--- src/rtl/painterengine_gpu_writer_scheduler.sv ---
// Round-robin scheduler that runs one DMA writer job at a time for four channels.
// It owns the writer's reset and channel routing, and it reports each job's outcome back to the channel that requested it.
module painterengine_gpu_writer_scheduler #(
    parameter logic [31:0] PARAM_TIMEOUT        = 32'd65536,
    parameter int unsigned PARAM_RESTART_CYCLES = 4
) (
    input  logic       i_wire_clock,
    input  logic       i_wire_reset,
    input  logic [3:0] i_wire_request,
    output logic [3:0] o_wire_grant,
    output logic [3:0] o_wire_channel_done,
    output logic [3:0] o_wire_channel_error,
    output logic [2:0] o_wire_last_error_type,
    output logic       o_wire_busy,
    output logic [3:0] o_wire_writer_router,
    output logic       o_wire_writer_resetn,
    input  logic       i_wire_writer_done,
    input  logic       i_wire_writer_error,
    input  logic [2:0] i_wire_writer_error_type
);

    typedef enum logic [2:0] {
        ST_IDLE,
        ST_ARB,
        ST_START,
        ST_RUN,
        ST_REPORT,
        ST_RECOVER
    } state_t;

    localparam logic [31:0] TIMEOUT_LAST = PARAM_TIMEOUT - 32'd1;
    localparam logic [7:0]  RESTART_LAST = 8'(PARAM_RESTART_CYCLES - 1);

    state_t      state;
    state_t      next_state;
    logic [3:0]  grant;
    logic [1:0]  rr_last;
    logic [31:0] timer;
    logic [7:0]  restart_cnt;
    logic        writer_resetn;
    logic [3:0]  done_pulse;
    logic [3:0]  error_pulse;
    logic [2:0]  last_error_type;

    logic        arb_found;
    logic [1:0]  arb_idx;
    logic [1:0]  cand;
    logic        status_valid;
    logic        run_error;
    logic        run_timeout;
    logic        run_done;
    logic        run_exit;

    // Round-robin search that starts one past the last granted channel and wraps.
    always_comb begin
        arb_found = 1'b0;
        arb_idx   = rr_last;
        cand      = rr_last;
        for (int k = 0; k < 4; k++) begin
            cand = rr_last + 2'(k + 1);
            if (!arb_found && i_wire_request[cand]) begin
                arb_found = 1'b1;
                arb_idx   = cand;
            end
        end
    end

    // The writer leaves reset on the first RUN cycle, so its status is only trusted from the second cycle on.
    always_comb begin
        status_valid = (timer != 32'd0);
        run_error    = status_valid && i_wire_writer_error;
        run_timeout  = (timer == TIMEOUT_LAST);
        run_done     = status_valid && i_wire_writer_done;
        run_exit     = run_error || run_timeout || run_done;
    end

    always_comb begin
        next_state = state;
        unique case (state)
            ST_IDLE:    if (|i_wire_request) next_state = ST_ARB;
            ST_ARB:     next_state = arb_found ? ST_START : ST_IDLE;
            ST_START:   next_state = ST_RUN;
            ST_RUN:     if (run_exit) next_state = ST_REPORT;
            ST_REPORT:  next_state = ST_RECOVER;
            ST_RECOVER: if (restart_cnt == RESTART_LAST) next_state = ST_IDLE;
            default:    next_state = ST_IDLE;
        endcase
    end

    always_ff @(posedge i_wire_clock) begin
        if (i_wire_reset) begin
            state           <= ST_IDLE;
            grant           <= 4'b0000;
            rr_last         <= 2'd3;
            timer           <= 32'd0;
            restart_cnt     <= 8'd0;
            writer_resetn   <= 1'b0;
            done_pulse      <= 4'b0000;
            error_pulse     <= 4'b0000;
            last_error_type <= 3'b000;
        end else begin
            state       <= next_state;
            done_pulse  <= 4'b0000;
            error_pulse <= 4'b0000;
            unique case (state)
                ST_IDLE: begin
                    writer_resetn <= 1'b0;
                end
                ST_ARB: begin
                    if (arb_found) begin
                        grant   <= 4'b0001 << arb_idx;
                        rr_last <= arb_idx;
                    end
                end
                ST_START: begin
                    writer_resetn <= 1'b1;
                    timer         <= 32'd0;
                end
                ST_RUN: begin
                    timer <= timer + 32'd1;
                    // Outcome priority: writer error, then timeout, then normal completion.
                    if (run_error) begin
                        error_pulse     <= grant;
                        last_error_type <= i_wire_writer_error_type;
                    end else if (run_timeout) begin
                        error_pulse     <= grant;
                        last_error_type <= 3'b111;
                    end else if (run_done) begin
                        done_pulse <= grant;
                    end
                end
                ST_REPORT: begin
                    grant         <= 4'b0000;
                    writer_resetn <= 1'b0;
                    restart_cnt   <= 8'd0;
                end
                ST_RECOVER: begin
                    restart_cnt <= restart_cnt + 8'd1;
                end
                default: begin
                    writer_resetn <= 1'b0;
                end
            endcase
        end
    end

    assign o_wire_grant           = grant;
    assign o_wire_writer_router   = grant;
    assign o_wire_writer_resetn   = writer_resetn;
    assign o_wire_channel_done    = done_pulse;
    assign o_wire_channel_error   = error_pulse;
    assign o_wire_last_error_type = last_error_type;
    assign o_wire_busy            = (state != ST_IDLE);

endmodule
--- config.mk ---
export PLATFORM = sky130hd
export DESIGN_NAME = painterengine_gpu_writer_scheduler
export DESIGN_NICKNAME = d
export VERILOG_FILES = /design/src/rtl/painterengine_gpu_writer_scheduler.sv
export SDC_FILE = /design/constraint.sdc
export NUM_CORES = 1
export LEC_CHECK = 0
export CORE_UTILIZATION = 50
export DETAILED_ROUTE_END_ITERATION = 10
export PLACE_DENSITY_LB_ADDON = 0.1
export SYNTH_ARGS = -nofsm -noshare
export SYNTH_HDL_FRONTEND = slang
export SYNTH_SLANG_ARGS = --single-unit
--- constraint.sdc ---
create_clock -name i_wire_clock -period 3.15 [get_ports i_wire_clock]
set_clock_uncertainty 0.2 [all_clocks]
set_input_delay 0.945 -clock i_wire_clock [delete_from_list [all_inputs] [get_ports i_wire_clock]]
set_output_delay 0.945 -clock i_wire_clock [all_outputs]
set_load 0.02 [all_outputs]
==> impl_metrics.yaml <==
clock_network:
  ctsResizeCount: 0
  cts_max_level: 3
  cts_max_path_buffers: 2
  cts_setup_buffers: 0
  numClockSinks: 61
  clk_pin_slew_ns: 0.07
  cts_tree: "built"
  root_buffer: "clkbuf_8"
  hold_buffers: 0
  clock_latency_ns: 0.34
  cts_buffers: 9
grt:
  grt_max_degree: 23
  grt_pass1_vias: 2424
  grt_pass1_wl_mm: 11.1
  antenna_found_initial: 0
  grt_util_all_layers_pct: 22.8
  grt_overflow: 0
yosys:
  synth_seq_cells: 61
  synth_area_sq_mm: 0.00293
  synth-async-reset-ratio_pct: 0
  ys_types: 52
  synthCells: 358
  ys.flop_type: "dfxtp_1"
  synth_edf_count: 0
  ys_seq_area_share_pct: 41.7
  synth_nets: 372
  syn_area_per_cell_sq_um: 8.17
  yosysWarningCount: 0
detailed_routing:
  antenna_left: 0
  drtPass1Iterations: 4
  vias: 2642
  drc: 0
  vias_per_cell: 5.69
  wl_per_cell_microns: 13.8
  drt-total-wl_mm: 6.41
  drt_iter0_markers: 117
finish:
  post-route-util_pct: 62.9
  seqCellArea_sq_mm: 0.00122
  areaGrowthSynthToFinish_pct: 19.8
  diodes: 0
  final_layout_size_suffix_gt1_share_pct: 9.69
  multiInputGateArea_sq_mm: 0.00158
  fillers: 503
  nNetsFinal: 401
timing:
  finalSetupTns_ns: 0
  max_slew_margin_pct: 61.1
  finalMaxSlewViolations: 0
  timing.fmax_mhz: 361
  rsz0062_at_grt: "false"
  tightest_slew_ns: 0.578
  setup_viol: 0
  period_minus_slack_ns: 2.77
  fin_crit_sh_pct: 88.0
  report.final.hold_viol_count: 0
  setup_ws_ns: 0.379
floorplanning:
  initial_core_util_pct: 52.5
  rows: 27
  die_y_microns: 78.5
  core_sq_mm: 0.00557
  dieArea_sq_mm: 0.00616
  dieWidth_microns: 78.5
  num_io_pins: 32
power_and_ir_drop:
  p_per_area_mw_per_mm2: 517
  vdd_drop_max_uv: 279
  leakage_nw: 1.23
placed_design:
  globalplace.congestion: 0.806
  port_buffers: 31
  pre_cts_ws_ns: 0.170
  place_hpwl_mm: 4.49
critical_path:
  critPathLaunchType: "register"
  cp_top_family: "buffers and inverters"
  cp_data_arrival_time_ns: 1.63
  critPathSlowestCell: "clkdlybuf4s50_1"
  crit_fanout: 9
  crit_type: "register to primary output"
  max_stage_delay_ns: 0.60
  crit_chain: "nor2_1 > nand2_1 > clkdlybuf4s50_1"
  critical_path_buf_inv_count: 1
  crit_path_end_kind: "primary output"
  required_ns: 2.00
worst_hold_path:
  min_path_type: "register to register"
run:
  drv_cap: 0
run_status:
  status: "complete, no violations"
[cells by family (layout without fill, tap and decap cells)]
kind of cell	Yosys count	in the layout	synth area share (%)
buf+inv	26	60	4.15
xor+xnor	14	14	4.19
fa+ha+maj	3	3	1.28
compound gates	78	78	16.2
simple gates	175	175	32.1
mux	1	1	0.342
flops	61	61	41.7
[routing by layer]
layer / GRT usage (%) / vias up / wire [microns]
li1: - / 1351 / -
met1: 30.2 / 1221 / 3180
met2: 35.5 / 63 / 2850
met3: 5.93 / 7 / 296
met4: 8.70 / 0 / 84
met5: 0 / - / 0
[sequential cells by signal (all words and copies together), names as in the netlist]
signal and count:
o_wire_channel_done 4, state 3, restart_cnt 8, timer 32
o_wire_writer_resetn 1, rr_last 2, o_wire_channel_error 4, o_wire_grant 4
o_wire_last_error_type 3
[cells in the mapped netlist, types with 2 or more instances]
library cell | count | area (sq um)
dfxtp_1 | 61 | 1220
nor2_1 | 39 | 146
a21oi_1 | 32 | 160
nand2_1 | 29 | 109
o21ai_0 | 20 | 100
nand3_1 | 17 | 85.1
nor3_1 | 15 | 75.1
nand4_1 | 12 | 75.1
or3_1 | 12 | 75.1
clkbuf_1 | 11 | 41.3
and2_1 | 9 | 56.3
nor4_1 | 8 | 50.1
xnor2_1 | 8 | 70.1
and3_1 | 6 | 37.5
xor2_1 | 6 | 52.6
buf_4 | 5 | 37.5
inv_1 | 5 | 18.8
o211ai_1 | 5 | 37.5
a21o_1 | 4 | 30.0
nand2b_1 | 4 | 25.0
nand4b_1 | 4 | 35.0
buf_2 | 3 | 15.0
ha_1 | 3 | 37.5
o221a_2 | 3 | 33.8
a22oi_1 | 2 | 15.0
a31oi_1 | 2 | 12.5
nand3b_1 | 2 | 15.0
nand4_2 | 2 | 25.0
nor2b_1 | 2 | 12.5
o31ai_1 | 2 | 15.0
or2_2 | 2 | 12.5
or3b_2 | 2 | 17.5
or4_1 | 2 | 15.0
[metrics by stage]
| stage | std cells | hold WS (ns) | total power, mW | cell area, sq um |
|---|---|---|---|---|
| after global placement | 448 | 0.264 | 1.04 | 3280 |
| after global routing | 464 | 0.314 | 1.88 | 3510 |
| after floorplan | 358 | 0.249 | 0.968 | 2930 |
| final | 464 | 0.283 | 1.81 | 3510 |
| after detailed placement | 448 | 0.276 | 1.04 | 3280 |
| after CTS | 464 | 0.285 | 1.82 | 3510 |
[area by class of cell]
cell class                 count  area share (%)
timing repair buffer          38            10.3
clock inverter                 4            2.00
inverter                       6           0.642
sequential                    61            34.8
clock buffer                  12            4.43
multi-input combinational    271            45.2
tap                           72            2.57
[worst reg2reg max path, delay by kind of cell (launching register included)]
family / cells / cell delay [ns]
AO/OA/AOI/OAI: 1 / 0.21
adder cells (fa/ha/maj): 1 / 0.28
flip-flops: 1 / 0.43
AND/OR/NAND/NOR: 4 / 1.19
[final timing paths]
check / startpoint / end / slack (ns) / cells after the start
setup / recovery: state[1]$_SDFFE_PP0P_ / o_wire_busy / 0.38 / 3
hold / removal: restart_cnt[1]$_SDFFE_PP0P_ / restart_cnt[1]$_SDFFE_PP0P_ / 0.28 / 2
setup reg to reg: timer[0]$_SDFFE_PP0P_ / o_wire_channel_error[0]$_SDFF_PP0_ / 0.79 / 6
hold reg to reg: restart_cnt[1]$_SDFFE_PP0P_ / restart_cnt[1]$_SDFFE_PP0P_ / 0.28 / 2
[report_power, final]
| group | switching (mW) | leakage (nW) | internal (mW) | total, mW |
|---|---|---|---|---|
| combinational | 0.123 | 0.621 | 0.0887 | 0.212 |
| sequential | 0.0248 | 0.493 | 0.789 | 0.814 |
| clock | 0.299 | 0.116 | 0.486 | 0.785 |
| total | 0.447 | 1.23 | 1.36 | 1.81 |
[cells in the final DEF (no fill, tap or decap), drive strengths merged, types with 3 or more instances in the layout]
cell           count
a21o               5
nand4b             4
and2               9
dfxtp             61
nor3              15
o21ai             21
or4                3
and3               6
buf                7
nand3             17
or3               12
o221a              3
nand2             30
nand2b             4
xnor2              8
nor4               8
inv                5
nand4             14
a21oi             32
ha                 3
or2                3
clkdlybuf4s50     31
o211ai             5
xor2               6
clkinv             3
clkbuf            12
nor2              39
Note: power is estimated with default switching activity, not from simulation.
